File: config.mk
export PLATFORM = sky130hd
export DESIGN_NAME = mcp4725_seq
export DESIGN_NICKNAME = d
export VERILOG_FILES = /design/src/rtl/mcp4725_pkg.sv /design/src/rtl/mcp4725_frame.sv /design/src/rtl/mcp4725_seq.sv
export SDC_FILE = /design/constraint.sdc
export NUM_CORES = 1
export LEC_CHECK = 0
export CAP_MARGIN = 10
export CORE_UTILIZATION = 55
export DETAILED_ROUTE_END_ITERATION = 8
export GPL_TIMING_DRIVEN = 0
export PLACE_DENSITY = 0.8
export SLEW_MARGIN = 20
export SYNTH_ARGS = -nofsm -noshare
export SYNTH_HDL_FRONTEND = slang
export SYNTH_HIERARCHICAL = 1
export SYNTH_SLANG_ARGS = --single-unit
File: constraint.sdc
create_clock -name clk -period 3 [get_ports clk]
set_input_delay 0.6 -clock clk [delete_from_list [all_inputs] [get_ports clk]]
set_output_delay 0.6 -clock clk [all_outputs]
set_load 0.01 [all_outputs]
File: src/rtl/mcp4725_pkg.sv
// Shared types and constants for the MCP4725 command sequencer.
// Opcodes, command bits, FSM states and per-transaction byte counts.
package mcp4725_pkg;

  typedef enum logic [1:0] {
    OP_START = 2'd0,
    OP_WRITE = 2'd1,
    OP_READ  = 2'd2,
    OP_STOP  = 2'd3
  } op_e;

  localparam logic [1:0] C_FAST = 2'b00;
  localparam logic [2:0] C_MEM  = 3'b011;

  typedef enum logic [2:0] {
    S_IDLE,
    S_START,
    S_ADDR,
    S_WBYTE,
    S_RBYTE,
    S_STOP,
    S_POLL
  } state_e;

  typedef enum logic [1:0] {
    T_FAST,
    T_MEM,
    T_READ,
    T_POLL
  } txn_e;

  localparam int unsigned FAST_BYTES = 3;
  localparam int unsigned MEM_BYTES  = 4;
  localparam int unsigned READ_BYTES = 5;
  localparam int unsigned POLL_BYTES = 1;

  function automatic logic is_rd(input txn_e t);
    return (t == T_READ) || (t == T_POLL);
  endfunction

endpackage

File: src/rtl/mcp4725_frame.sv
// Byte framer: maps transaction type and byte index to the WRITE byte.
// Index 0 is always the address byte; data bytes follow from index 1.
module mcp4725_frame
  import mcp4725_pkg::*;
#(
  parameter logic [5:0] ADDR_HI = 6'b110000
) (
  input  txn_e        txn_i,
  input  logic [2:0]  idx_i,
  input  logic [11:0] data_i,
  input  logic [1:0]  mode_i,
  input  logic        a0_i,
  output logic [7:0]  byte_o
);

  always_comb begin
    byte_o = 8'h00;
    if (idx_i == 3'd0) begin
      byte_o = {ADDR_HI, a0_i, is_rd(txn_i)};
    end else if (txn_i == T_FAST) begin
      unique case (idx_i)
        3'd1:    byte_o = {C_FAST, mode_i, data_i[11:8]};
        3'd2:    byte_o = data_i[7:0];
        default: byte_o = 8'h00;
      endcase
    end else if (txn_i == T_MEM) begin
      unique case (idx_i)
        3'd1:    byte_o = {C_MEM, 2'b00, mode_i, 1'b0};
        3'd2:    byte_o = data_i[11:4];
        3'd3:    byte_o = {data_i[3:0], 4'h0};
        default: byte_o = 8'h00;
      endcase
    end
  end

endmodule

File: src/rtl/mcp4725_seq.sv
// MCP4725 command sequencer: arbitrates DAC/EEPROM requests, frames them
// into byte commands for an I2C master and polls RDY after EEPROM writes.
module mcp4725_seq
  import mcp4725_pkg::*;
#(
  parameter logic [5:0]  ADDR_HI  = 6'b110000,
  parameter int unsigned POLL_MAX = 255
) (
  input  logic        clk,
  input  logic        rst,
  input  logic [11:0] data_i,
  input  logic [1:0]  mode_i,
  input  logic        enable,
  input  logic        writeToMem,
  input  logic        readFromMem,
  input  logic        A0,
  output logic [11:0] data_reg,
  output logic [1:0]  mode_reg,
  output logic [11:0] eeprom_data,
  output logic [1:0]  eeprom_mode,
  output logic        busy,
  output logic        nack_err,
  output logic        poll_err,
  output logic        cmd_valid,
  input  logic        cmd_ready,
  output logic [1:0]  cmd_op,
  output logic [7:0]  cmd_byte,
  output logic        cmd_nack,
  input  logic        rsp_valid,
  input  logic [7:0]  rsp_byte,
  input  logic        rsp_ack
);

  localparam logic [15:0] PMAX = 16'(POLL_MAX);

  state_e      st_q, st_d;
  txn_e        txn_q, txn_d;
  logic [2:0]  idx_q, idx_d;
  logic        wait_q, wait_d;
  logic        rd_pend_q, rd_pend_d;
  logic        wr_pend_q, wr_pend_d;
  logic        abort_q, abort_d;
  logic        rdy_q, rdy_d;
  logic [15:0] pcnt_q, pcnt_d;
  logic [11:0] tdat_q, tdat_d;
  logic [1:0]  tpd_q, tpd_d;
  logic [1:0]  rpd_q, rpd_d;
  logic [11:0] rdat_q, rdat_d;
  logic [1:0]  repd_q, repd_d;
  logic [3:0]  rehi_q, rehi_d;
  logic [11:0] dreg_q, dreg_d;
  logic [1:0]  mreg_q, mreg_d;
  logic [11:0] edat_q, edat_d;
  logic [1:0]  emod_q, emod_d;
  logic        nerr_q, nerr_d;
  logic        perr_q, perr_d;
  logic [7:0]  fbyte;
  logic        last_w, last_r;
  op_e         op;

  mcp4725_frame #(.ADDR_HI(ADDR_HI)) u_frame (
    .txn_i  (txn_q),
    .idx_i  (idx_q),
    .data_i (tdat_q),
    .mode_i (tpd_q),
    .a0_i   (A0),
    .byte_o (fbyte)
  );

  assign last_w = (txn_q == T_MEM) ? (idx_q == 3'(MEM_BYTES - 1))
                                   : (idx_q == 3'(FAST_BYTES - 1));
  assign last_r = (txn_q == T_POLL) ? (idx_q == 3'(POLL_BYTES - 1))
                                    : (idx_q == 3'(READ_BYTES - 1));

  always_comb begin
    op = OP_START;
    unique case (1'b1)
      (st_q == S_ADDR),
      (st_q == S_WBYTE): op = OP_WRITE;
      (st_q == S_RBYTE): op = OP_READ;
      (st_q == S_STOP):  op = OP_STOP;
      default:           op = OP_START;
    endcase
  end

  assign cmd_valid   = (st_q != S_IDLE) && !wait_q;
  assign cmd_op      = cmd_valid ? op : OP_START;
  assign cmd_byte    = (cmd_valid && op == OP_WRITE) ? fbyte : 8'h00;
  assign cmd_nack    = cmd_valid && (st_q == S_RBYTE) && last_r;
  assign busy        = (st_q != S_IDLE);
  assign data_reg    = dreg_q;
  assign mode_reg    = mreg_q;
  assign eeprom_data = edat_q;
  assign eeprom_mode = emod_q;
  assign nack_err    = nerr_q;
  assign poll_err    = perr_q;

  always_comb begin
    st_d      = st_q;
    txn_d     = txn_q;
    idx_d     = idx_q;
    wait_d    = wait_q;
    rd_pend_d = rd_pend_q | readFromMem;
    wr_pend_d = wr_pend_q | writeToMem;
    abort_d   = abort_q;
    rdy_d     = rdy_q;
    pcnt_d    = pcnt_q;
    tdat_d    = tdat_q;
    tpd_d     = tpd_q;
    rpd_d     = rpd_q;
    rdat_d    = rdat_q;
    repd_d    = repd_q;
    rehi_d    = rehi_q;
    dreg_d    = dreg_q;
    mreg_d    = mreg_q;
    edat_d    = edat_q;
    emod_d    = emod_q;
    nerr_d    = 1'b0;
    perr_d    = 1'b0;
    unique case (st_q)
      S_IDLE: begin
        idx_d   = '0;
        wait_d  = 1'b0;
        abort_d = 1'b0;
        if (rd_pend_d) begin
          rd_pend_d = 1'b0;
          txn_d     = T_READ;
          st_d      = S_START;
        end else if (wr_pend_d) begin
          wr_pend_d = 1'b0;
          txn_d     = T_MEM;
          tdat_d    = data_i;
          tpd_d     = mode_i;
          st_d      = S_START;
        end else if (enable &&
                     ({mode_i, data_i} != {mreg_q, dreg_q})) begin
          txn_d  = T_FAST;
          tdat_d = data_i;
          tpd_d  = mode_i;
          st_d   = S_START;
        end
      end
      S_START, S_POLL: begin
        if (cmd_ready) begin
          st_d  = S_ADDR;
          idx_d = '0;
        end
      end
      S_ADDR: begin
        if (!wait_q) begin
          wait_d = cmd_ready;
        end else if (rsp_valid) begin
          wait_d = 1'b0;
          if (!rsp_ack) begin
            abort_d = 1'b1;
            nerr_d  = 1'b1;
            st_d    = S_STOP;
          end else if (is_rd(txn_q)) begin
            st_d  = S_RBYTE;
            idx_d = '0;
          end else begin
            st_d  = S_WBYTE;
            idx_d = 3'd1;
          end
        end
      end
      S_WBYTE: begin
        if (!wait_q) begin
          wait_d = cmd_ready;
        end else if (rsp_valid) begin
          wait_d = 1'b0;
          if (!rsp_ack) begin
            abort_d = 1'b1;
            nerr_d  = 1'b1;
            st_d    = S_STOP;
          end else if (last_w) begin
            dreg_d = tdat_q;
            mreg_d = tpd_q;
            st_d   = S_STOP;
          end else begin
            idx_d = idx_q + 3'd1;
          end
        end
      end
      S_RBYTE: begin
        if (!wait_q) begin
          wait_d = cmd_ready;
        end else if (rsp_valid) begin
          wait_d = 1'b0;
          if (txn_q == T_POLL) begin
            rdy_d = rsp_byte[7];
            if (rsp_byte[7]) begin
              edat_d = tdat_q;
              emod_d = tpd_q;
            end
            st_d = S_STOP;
          end else begin
            unique case (idx_q)
              3'd0: rpd_d = rsp_byte[2:1];
              3'd1: rdat_d[11:4] = rsp_byte;
              3'd2: rdat_d[3:0] = rsp_byte[7:4];
              3'd3: begin
                repd_d = rsp_byte[6:5];
                rehi_d = rsp_byte[3:0];
              end
              default: begin
                dreg_d = rdat_q;
                mreg_d = rpd_q;
                emod_d = repd_q;
                edat_d = {rehi_q, rsp_byte};
              end
            endcase
            if (last_r) st_d = S_STOP;
            else        idx_d = idx_q + 3'd1;
          end
        end
      end
      S_STOP: begin
        if (cmd_ready) begin
          st_d = S_IDLE;
          if (!abort_q && txn_q == T_MEM) begin
            st_d   = S_POLL;
            txn_d  = T_POLL;
            pcnt_d = '0;
            idx_d  = '0;
          end else if (!abort_q && txn_q == T_POLL && !rdy_q) begin
            // Each finished not-ready poll counts; give up at POLL_MAX.
            if ((pcnt_q + 16'd1) >= PMAX) begin
              perr_d = 1'b1;
            end else begin
              pcnt_d = pcnt_q + 16'd1;
              st_d   = S_POLL;
              idx_d  = '0;
            end
          end
        end
      end
      default: st_d = S_IDLE;
    endcase
  end

  always_ff @(posedge clk) begin
    if (rst) begin
      st_q      <= S_IDLE;
      txn_q     <= T_FAST;
      idx_q     <= '0;
      wait_q    <= 1'b0;
      rd_pend_q <= 1'b0;
      wr_pend_q <= 1'b0;
      abort_q   <= 1'b0;
      rdy_q     <= 1'b0;
      pcnt_q    <= '0;
      tdat_q    <= '0;
      tpd_q     <= '0;
      rpd_q     <= '0;
      rdat_q    <= '0;
      repd_q    <= '0;
      rehi_q    <= '0;
      dreg_q    <= '0;
      mreg_q    <= '0;
      edat_q    <= '0;
      emod_q    <= '0;
      nerr_q    <= 1'b0;
      perr_q    <= 1'b0;
    end else begin
      st_q      <= st_d;
      txn_q     <= txn_d;
      idx_q     <= idx_d;
      wait_q    <= wait_d;
      rd_pend_q <= rd_pend_d;
      wr_pend_q <= wr_pend_d;
      abort_q   <= abort_d;
      rdy_q     <= rdy_d;
      pcnt_q    <= pcnt_d;
      tdat_q    <= tdat_d;
      tpd_q     <= tpd_d;
      rpd_q     <= rpd_d;
      rdat_q    <= rdat_d;
      repd_q    <= repd_d;
      rehi_q    <= rehi_d;
      dreg_q    <= dreg_d;
      mreg_q    <= mreg_d;
      edat_q    <= edat_d;
      emod_q    <= emod_d;
      nerr_q    <= nerr_d;
      perr_q    <= perr_d;
    end
  end

endmodule

==> summary.md <==
| Metric | Value |
|---|---|
| Status | finished, violations left |
| Failing checks | DRC |
| Crit path time final | around 2900 ps |
| Synth area leaders | dfxtp_1 (37%), nand2_1 (6.1%), nor2_1 (5.4%) |
| Cell taking the most area after synthesis | dfxtp_1 |
| Core Rows | 34 |
| Drt first-iter violations | between 300 and 400 |
| Placed insts | just under 800 |
| Top cell type's share of synthesized area | between 30% and 40% |
| Cell depth of the worst setup path | 6 |
| Fin nets | slightly above 700 |
| Clock power frac | 24.9% |
| Min-Delay Endpoint | rdat_q[6] |
| R2R Path Start | idx_q[2] |
| Number of port buffers | 72 |
| Lkg Pwr | approximately 2.1 nW |
| Worst path cell trace | buf_4 > nor2_2 > nand2_2 > clkbuf_4 > nor4b_2 > clkdlybuf4s50_1 |
| GRT Util Overall | a little under a third |
| Slew at the pin closest to its max-slew limit | slightly above 700 ps |
| DRC Markers | 10 |
| Initial Util | a little under three fifths |
| Sink Count | between 90 and 100 |
| Critical path type | register to output pin |
| CTS Buf Count | 9 |
| Internal reg-to-reg setup slack | around 500 ps |
| Largest net degree at the start of global routing | 19 |
| Routed vias | approximately 4,900 |
| CP Data Arrival Time | 2290 ps |
| Hold_sp | rdat_q[6] |
| FF-to-FF path depth | 8 |
| Worst r2r dst | idx_q[1] |
| Setup crit end kind | output pin |
| Final setup viols | 0 |
| Fmax | about 350 MHz |
| Synthesized Nets | around 640 |
| Crit path largest cell delay | around 590 ps |
| Worst-path clk slew | about 100 ps |
| Max cap viols | 0 |
| RSZ-0062 raised after global routing | no |
| Slowest CP cell | clkdlybuf4s50_1 |
| Buffers and inverters on the worst path | 3 |
| Post-Syn Area | between 0.005 and 0.006 mm² |
| Mean Syn Cell Area | approximately 8.3 µm² |
| Yosys reg bits | 93 |
| Initial antenna violation count | 0 |
| Synth unique cells | just over 70 |
| Die area | 0.00954 mm² |
| HPWL after detailed placement | between 10,000 and 15,000 µm |
| Core Area | 0.00881 mm² |
| Post-synth ARST share | 0% |
| Hold-fix buffers, CTS | 0 |
| WP data required | between 2000 and 2500 ps |
| Tcrit/Tclk final | between 90% and 100% |
| Grt ovf | 0 |
| Clock skew | between 15 and 20 ps |
| Ports | between 70 and 80 |
| Number of global-route vias before repair | roughly 4,600 |
| Cell-internal power | 0.00225 W |
| Share of layout cells above drive strength 1 | between 10% and 20% |
| DIE HEIGHT | ~100 µm |
| CTS tree | built |
| Number of inserted diodes | 0 |
| Switch share | between 30% and 40% |
| Final antenna-violating net count | 0 |
| Ys Warns | 6 |
| Routed vias/inst | approximately 6 |
| Worst-skew pair later-pin latency | about 360 ps |
| Comb power frac | between 30% and 40% |
| CTS HTree Levels | 3 |
| Area Growth Syn to Fin | 21.7% |
| Register area | 0.00187 mm² |
| Routed Wire Length | between 10,000 and 15,000 µm |
| Routed WL per cell | 18.2 µm |
| EDFF count, synth | 0 |
| Setup TNS | 0 ps |
| Cell Pwr Density | a little under 600 mW/mm² |
| Routability cong. | 0.911 |
| Max reg flops | 16 |
| Final Non-Filler Cells | 802 |
| Biggest register | pcnt_q |
| Hold Path Depth | 2 |
| Largest fanout on the critical path | 10 |
| CTS Root Cell | clkbuf_8 |
| P_sw | around 0.0014 W |
| Main synth FF type | dfxtp_1 |
| Drt pass-1 iters | 9 |
| CP Launch Type | register |
| Multi-input logic area | between 0.002 and 0.003 mm² |
| First-pass GRT wire length | ~23,000 µm |
| Syn Inst Count | between 600 and 700 |
| Maximum vdd drop | slightly below 300 µV |
| Hold Vio Cnt, Final | 0 |
| Final-layout fill cell count | a little over 700 |
| CP delay by family, top | buffers and inverters |
| Die W | slightly below 100 µm |
| Max_slew headroom | about half |
| Hold Path Class | register to register |
| Sequential share of power | around 39% |
| Max-slew violations | 0 |
| CTS max path bufs | 2 |
| Sequential area share after synthesis | ~37% |
-- final cells by class --
cell class | count | share of cell area [%]
Buffer | 37 | 3.13
Clock buffer | 9 | 2.02
Clock inverter | 7 | 1.45
Inverter | 14 | 0.858
Multi-Input combinational cell | 462 | 48.1
Sequential cell | 93 | 30.5
Tap cell | 108 | 2.21
Timing Repair Buffer | 72 | 11.8
-- cell usage after synthesis (all sizes together), types with 4 or more instances --
cell,n
buf,17
a21o,5
nand2b,4
nor2,72
clkbuf,20
a21oi,27
o21ai,10
inv,14
a31oi,5
a311oi,28
xnor2,19
a221oi,5
nand3b,5
dfxtp,93
and3,5
a211oi,9
o31ai,4
ha,7
a22oi,9
nor4,5
mux2i,26
nand4,9
nand3,42
or3,5
and2,17
nor3b,4
nand2,83
or2,6
nor3,11
-- how the worst max path moves through the flow --
stage,from,endpoint,slack (ps)
floorplan,idx_q[2],idx_q[1],840
global placement,data_i[11],tdat_q[8],170
detailed placement,data_i[9],tdat_q[7],50
CTS,st_q[1],cmd_nack,20
global route,st_q[2],cmd_byte[6],9
finish,st_q[1],cmd_nack,110
-- power by group through the flow --
| stage | Sequential (W) | Combinational [W] | Clock (W) |
|---|---|---|---|
| finish | 0.00142 | 0.00132 | 0.000908 |
| global route | 0.00143 | 0.00143 | 0.000956 |
| CTS | 0.00142 | 0.00129 | 0.000915 |
| detailed placement | 0.00144 | 0.00128 | 0 |
| global placement | 0.00144 | 0.00126 | 0 |
| floorplan | 0.00140 | 0.000922 | 0 |
-- stage by stage --
stage | area, µm² | hold WS (ps) | util [%] | power, W | worst slack (ps)
floorplan | 5030 | 437 | - | 0.00232 | 836
global placement | 5890 | 444 | 66.9 | 0.00270 | 167
detailed placement | 5890 | 449 | 66.9 | 0.00272 | 51.8
CTS | 6110 | 465 | 69.4 | 0.00362 | 16.1
global route | 6120 | 491 | 69.6 | 0.00382 | 8.65
finish | 6120 | 467 | 69.6 | 0.00365 | 111
-- kinds of logic (layout without fill, tap and decap cells) --
family                   after synthesis  count (layout)  share of synthesized area, %
AND/OR/NAND/NOR                      277             277                          27.3
AO/OA/AOI/OAI                        127             127                          19.5
flip-flops                            93              93                          37.0
buffers and inverters                 51             139                          4.77
multiplexers                          29              29                          5.84
XOR/XNOR                              22              22                          3.83
adder cells (fa/ha/maj)                7               7                          1.74
-- what timing repair did --
action,4_1_cts,5_1_grt
buffers inserted,0,0
resized for setup,5,5
setup endpoints to repair,2,9
gates cloned,0,0
-- worst reg2reg max path: stages (launching register included) --
cell and delay, ps:
dfxtp_2 520, inv_1 160, ha_1 240, and3b_1 160, a31oi_1 260, o22ai_1 150
a221oi_1 450, o31a_1 280, mux2i_1 200
-- cells in the final DEF, fill, tap and decap left out, drive strengths merged, types with 6 or more instances in the layout --
cell type       n
clkdlybuf4s50  72
and2           17
o21ai          10
mux2i          26
buf            17
nor2           72
nor3           11
a21oi          27
dfxtp          93
inv            18
clkbuf         29
or2             6
nand3          42
a311oi         28
nand2          83
a211oi          9
xnor2          19
ha              7
a22oi           9
nand4           9
-- per-layer routing --
layer  global-route usage (%)  vias up  part of all wire (%)  wire length [µm]
met2                     50.7      184                    47              6820
met3                     4.89       23                   6.7               977
li1                         -     2352                     -                 -
met1                     41.9     2336                    45              6540
met5                        0        -                     0                 0
met4                     8.62        0                   1.6               226
Note: power is estimated with default switching activity, not from simulation.
==> patch 1, RTL diff (same settings) <==
`C_FAST`: 2'b00 -> 2'b01.
--- a/src/rtl/mcp4725_pkg.sv
+++ b/src/rtl/mcp4725_pkg.sv
@@ -11,3 +11,3 @@
 
-  localparam logic [1:0] C_FAST = 2'b00;
+  localparam logic [1:0] C_FAST = 2'b01;
   localparam logic [2:0] C_MEM  = 3'b011;
Formal check against the unedited RTL: not equivalent (Yosys sat finds a counterexample within 10 cycles, from zero or initial values and one cycle with rst high).
==> patch 1 against the original RTL <==
- the run still ends with DRC left
- critical path depth decreased by 1
- cell area increased by 0.16%
- first-iteration DRC count increased by 33%
- power decreased by 0.68%
- largest cell class unchanged
- worst setup slack got worse by 0.030 ns
- wire length increased by 2.6%
- largest power group unchanged
- non-clock buffer count decreased by 2
- sequential cell count unchanged
- critical path type unchanged
- area after synthesis about the same
- global-route usage increased by 0.93 points
==> patch 1: results (changes against the original RTL) <==
** Clock network
- The number of cells upsized or downsized after cts was 8 (+3).
- The clock latency at the later pin of the worst-skew pair was 0.38 ns (+0.02 ns).
- TritonCTS Buffers :: 9 (unchanged)

** STA
- F_max :: 343 MHz (-1.0%)
- The measured slew at the worst slew-check pin was 0.689 ns (-0.0342 ns).
- The worst-case clock skew is 0.0224 ns (+0.00636 ns).

** Synthesis
- Synthesized net count :: 649 (+0.78%)
- Counting instances in the post-synthesis netlist gives the leading cell types as sky130_fd_sc_hd__dfxtp_1 (93), sky130_fd_sc_hd__nand2_1 (83), sky130_fd_sc_hd__nor2_1 (71).
- Leading register cell type out of synthesis :: sky130_fd_sc_hd__dfxtp_1
- By area the synthesized netlist is led by sky130_fd_sc_hd__dfxtp_1 (37%), sky130_fd_sc_hd__nand2_1 (6.2%), sky130_fd_sc_hd__mux2i_1 (5.6%).
- The async set or reset register ratio after synthesis was 0% (unchanged).
- The post-synthesis cell type count was 73 (+2.8%).
- Mux cell area share after synthesis :: 5.79% (-0.051 points)
- Xor-xnor portion of the synthesized cell area :: 3.83% (about the same)
- Arithmetic-cell share of the synthesized area counting full adders, half adders and majority gates :: 1.74% (about the same)
- Share of synthesized area occupied by flip-flops and latches :: 37.0% (about the same)
- The total of warnings raised by yosys came to 6 (unchanged).
- Area fraction in compound gates after synthesis :: 19.2% (-0.23 points)

** Power and ir drop
- Leakage power of the design :: 2.12 nW (+2.6%)
- VDD IR max :: 0.000316 V (+7.3%)

** Global routing
- The total global routing track utilization is 31.8% (+0.93 points).
- The first-pass GRT wire length was 24.0 mm (+2.9%).
- The largest net degree at the start of global routing came to 21 (+2).
- The via count of the first global-routing pass was 4,639 (+1.2%).
- The global route total overflow was 0 (unchanged).

** Placed design
- DPL Wire Length :: 11.2 mm (+0.15%)
- The weighted congestion reported at the end of routability-driven placement is 0.928 (+1.8%).
- The number of port buffers came to 72 (unchanged).

** Outcome
- Status :: finished with violations
- The checks that failed: DRC.

** Final layout
- The fill cell instance count of the final layout was 740 (+4.5%).
- Layout cell share with drive strength beyond 1 :: 10.2% (-0.059 points)
- The final layout net count was 731 (+0.55%).

** Drt
- Vias/cell :: 6.19 (+1.5%)
- Detailed-routing iteration count for the pre-antenna-repair pass :: 7 (-2)
- The count of antenna-violating nets left after detailed routing came to 0 (unchanged).
- Post-route DRC :: 14 (+4)
- Post-detailed-route wirelength per cell :: 18.5 µm (+2.1%)
- The detailed router's first-iteration violation count came to 459 (+33%).

** Critical path
- The worst register-to-register path ends at idx_q[1]$_SDFFE_PP0P_.
- Critical path destination :: cmd_byte[4]
- Data arrival time at the worst-slack endpoint :: 2.32 ns (+0.03 ns)
- Cell at the slowest stage of the critical path :: sky130_fd_sc_hd__or4_1
- Largest fanout of any net on the critical path :: 10 (unchanged)
- The delay of the slowest cell on the worst path came to 0.55 ns (-0.04 ns).
- On the critical path the largest part of the delay comes from simple AND/OR/NAND/NOR gates.
- Timing startpoint of the critical path :: idx_q[1]$_SDFFE_PP0P_

** Hold path
- Worst min path class :: reg -> reg
patch 1: cell types whose count changed after synthesis, moves of 2 or more:
cell	unedited run	this run
sky130_fd_sc_hd__o21ai_0	6	10
sky130_fd_sc_hd__a22oi_1	9	6
sky130_fd_sc_hd__mux2_1	3	0
sky130_fd_sc_hd__nor3_1	9	12
sky130_fd_sc_hd__o21ai_1	3	0
sky130_fd_sc_hd__o22ai_1	2	5
sky130_fd_sc_hd__a21o_1	4	6
sky130_fd_sc_hd__buf_2	9	7
sky130_fd_sc_hd__inv_1	14	16
sky130_fd_sc_hd__mux2i_1	26	28
sky130_fd_sc_hd__or3_1	5	3
patch 1: worst min-delay path by stage:
| stage | start | endpoint | slack, ns | depth (start not counted) |
|---|---|---|---|---|
| 5_1_grt | rpd_q[1]$_SDFFE_PP0P_ | rpd_q[1]$_SDFFE_PP0P_ | 0.51 | 2 |
| 6_report | rpd_q[1]$_SDFFE_PP0P_ | rpd_q[1]$_SDFFE_PP0P_ | 0.48 | 2 |
| 3_5_place_dp | rpd_q[1]$_SDFFE_PP0P_ | rpd_q[1]$_SDFFE_PP0P_ | 0.46 | 2 |
| 4_1_cts | rpd_q[1]$_SDFFE_PP0P_ | rpd_q[1]$_SDFFE_PP0P_ | 0.47 | 2 |
| 2_1_floorplan | rdat_q[0]$_SDFFE_PP0P_ | rdat_q[0]$_SDFFE_PP0P_ | 0.44 | 2 |
| 3_3_place_gp | rpd_q[1]$_SDFFE_PP0P_ | rpd_q[1]$_SDFFE_PP0P_ | 0.45 | 2 |
patch 1: area by class of cell:
class,instances,area share (%)
clock buffer,9,2.02
clock inverter,7,1.41
multi-input combinational,466,48.1
tap,108,2.20
buffer,35,2.98
sequential,93,30.5
timing repair buffer,72,11.9
inverter,16,0.979
patch 1: kinds of logic (layout without fill, tap and decap cells):
kind of cell / count (synthesis) / after routing
mux: 29 / 29
xor+xnor: 22 / 22
compound gates: 128 / 128
fa+ha+maj: 7 / 7
simple gates: 280 / 280
buf+inv: 52 / 139
flops: 93 / 93
patch 1: through the flow:
step	instance area [µm²]	setup WS (ns)	cells	power (W)	utilization [%]
3_3_place_gp	5890	0.136	791	0.00271	66.9
3_5_place_dp	5890	0.111	791	0.00274	66.9
6_report	6130	0.0809	806	0.00362	69.7
5_1_grt	6130	-0.00347	806	0.00381	69.7
2_1_floorplan	5030	0.842	611	0.00233	-
4_1_cts	6120	0.0166	807	0.00360	69.5
patch 1: power breakdown:
group | switching, W | internal, W | total [W]
Sequential | 0.000111 | 0.00132 | 0.00143
Clock | 0.000519 | 0.000337 | 0.000855
Combinational | 0.000809 | 0.000530 | 0.00134
patch 1: layer usage:
metal	vias up	wire, µm	GRT usage [%]
met3	21	1360	5.32
li1	2372	-	-
met2	242	7030	51.7
met1	2357	6360	42.9
met4	0	204	10.0
met5	-	0	0
==> patch 2, RTL diff (same flow settings) <==
Made on the original files. `rdat_q` no longer has a reset.
--- a/src/rtl/mcp4725_seq.sv
+++ b/src/rtl/mcp4725_seq.sv
@@ -255,3 +255,2 @@
       rpd_q     <= '0;
-      rdat_q    <= '0;
       repd_q    <= '0;
@@ -277,3 +276,2 @@
       rpd_q     <= rpd_d;
-      rdat_q    <= rdat_d;
       repd_q    <= repd_d;
@@ -289,2 +287,6 @@
 
+  always_ff @(posedge clk) begin
+    rdat_q <= rdat_d;
+  end
+
 endmodule
Function: no difference found for any inputs over 4 cycles, from zero or initial values and one cycle with rst high; that may be too few to reach the edited logic, so the function may still have changed.
==> patch 2 against the original RTL <==
- the flow still finishes with violations (DRC)
- via count grew 5.9%
- sequential cell count unchanged
- count of clock-buffer cells in the layout is the same
- wire length rose by 8.8%
- sequential power grew 6%
- power up 1.2%
- first-iteration DRC count grew 76%
- clock skew shrank 0.0042 ns
- cell area is 1.5% higher
- area after synthesis grew 1.6%
- worst setup slack better by 0.0089 ns
- fmax grew 0.31%
- critical path type unchanged
- largest cell class unchanged
- highest routed layer unchanged
==> patch 2: results (changes against the original RTL) <==
** Outcome
- Status :: finished with violations
- The final reports fail on DRC.

** Placed design
- Routability cong. :: 0.904 (-0.79%)
- Total placed cells including tap cells :: 797 (+1.4%)
- Cell area after placement :: 5970 µm² (+1.4%)
- IO Port Bufs :: 72 (unchanged)

** Drt
- Total number of vias :: 5,185 (+5.9%)
- Vias/cell :: 6.39 (+4.7%)
- The per-cell routed wire length came to 19.5 µm (+7.6%).
- Post-route DRC :: 5 (-5)
- The detailed router's first-iteration violation count is 607 (+76%).
- Detailed-routing iteration count for the pre-antenna-repair pass :: 7 (-2)

** Synthesis
- Top cells by instance count after synthesis :: sky130_fd_sc_hd__nand2_1 (83), sky130_fd_sc_hd__dfxtp_1 (81), sky130_fd_sc_hd__nor2_1 (57)
- The post-synthesis cell type count was 76 (+7.0%).
- The net count after synthesis is 655 (+1.7%).
- The sequential share of the synthesized area came to 38.7% (+1.8 points).
- Number of synthesis warnings :: 6 (unchanged)
- The number of flops mapped to enable cells by yosys is 12 (+12).
- Mapped Avg Cell Area :: 8.29 µm² (-0.17%)

** Power and ir drop
- VDD IR max :: 0.000331 V (+12%)
- The total leakage power was 2.10 nW (+1.6%).

** Global routing
- The largest net degree at the start of global routing came to 23 (+4).
- First-pass GRT wire length :: 24.7 mm (+5.7%)
- Aggregate global-route resource usage :: 32.5% (+1.6 points)
- The via count of the first global-routing pass is 4,697 (+2.5%).

** Critical path
- Data on the critical path arrives at its endpoint at approximately 2.3 ns.
- The delay of the slowest cell on the worst path was 0.47 ns (-0.12 ns).
- Critical path destination :: cmd_byte[0]
- The endpoint identified for the worst register-to-register timing path is idx_q[0]$_SDFFE_PP0P_.
- Reg2Reg Setup Slack :: 0.32 ns (-0.19 ns)

** Final layout
- The ratio of cells with drive above 1 in the final layout came to 9.67% (-0.56 points).
- The final layout net count came to 736 (+1.2%).
- Antenna fix cells :: 0 (unchanged)

** STA
- The timing-limited maximum frequency came to 347 MHz (+0.31%).
- Final worst clock skew :: 0.0118 ns (-0.00423 ns)

** Clock network
- The cell sitting at the root of the clock tree is a sky130_fd_sc_hd__clkbuf_8.
==> patch 2: cell types whose count changed after synthesis, sizes merged, moves of 6 or more <==
cell / change
a21oi: +11
and2: -6
clkbuf: +9
dfxtp: -12
edfxtp: +12
mux2i: -13
nor2: -13
o21ai: +16
==> patch 2: worst min path at each step <==
stage                                 start                      end  depth (start not counted)
floorplan           pcnt_q[15]$_SDFFE_PP0P_  pcnt_q[15]$_SDFFE_PP0P_                          2
global placement    pcnt_q[15]$_SDFFE_PP0P_  pcnt_q[15]$_SDFFE_PP0P_                          2
detailed placement  pcnt_q[15]$_SDFFE_PP0P_  pcnt_q[15]$_SDFFE_PP0P_                          2
CTS                 pcnt_q[15]$_SDFFE_PP0P_  pcnt_q[15]$_SDFFE_PP0P_                          2
global route        pcnt_q[15]$_SDFFE_PP0P_  pcnt_q[15]$_SDFFE_PP0P_                          2
finish              pcnt_q[15]$_SDFFE_PP0P_  pcnt_q[15]$_SDFFE_PP0P_                          2
==> patch 2: metal layers <==
metal | global-route usage (%) | vias to the layer above | part of all wire, %
met3 | 5.18 | 44 | 9.2
li1 | - | 2411 | -
met2 | 51.0 | 303 | 45
met4 | 10.7 | 0 | 2.5
met1 | 45.9 | 2427 | 44
met5 | 0 | - | 0
==> patch 2: layout make-up <==
type                    instances  area, µm²
plain buffers                  43        208
clock inverters                 7       97.6
repair buffers                 72        723
well taps                     108        135
clock buffers                   9        124
multi-input cells             466       2900
inverters                      13       48.8
fillers                       737       2630
flip-flops and latches         93       1990
==> patch 2: logic make-up after synthesis <==
logic type / synth area share (%)
compound gates: 20.4
xor+xnor: 3.42
fa+ha+maj: 1.71
mux: 3.20
simple gates: 27.3
buf+inv: 5.23
flops: 38.7
==> patch 2: what timing repair did <==
| action | in CTS | in global routing |
|---|---|---|
| resized for setup | 4 | 6 |
| cloned | 0 | 1 |
| pin swaps | 0 | 1 |
| endpoints found under the setup margin | 2 | 4 |
==> patch 2: metrics by stage <==
step | hold slack (ns) | TNS [ns]
floorplan | 0.433 | 0
global placement | 0.442 | -0.256
detailed placement | 0.449 | -0.315
CTS | 0.465 | 0
global route | 0.483 | 0
finish | 0.461 | 0
==> patch 2: power breakdown <==
group          switching [W]  internal (W)  leakage (nW)  total, W
sequential          0.000160       0.00135         0.764   0.00151
clock               0.000518      0.000416         0.113  0.000934
combinational       0.000777      0.000472          1.22   0.00125
==> patch 2: tightest hold or removal path, cell delays in order, from the launching register on <==
cell and delay (ns):
sky130_fd_sc_hd__dfxtp_1 0.34, sky130_fd_sc_hd__nand2_1 0.06, sky130_fd_sc_hd__a21oi_1 0.03
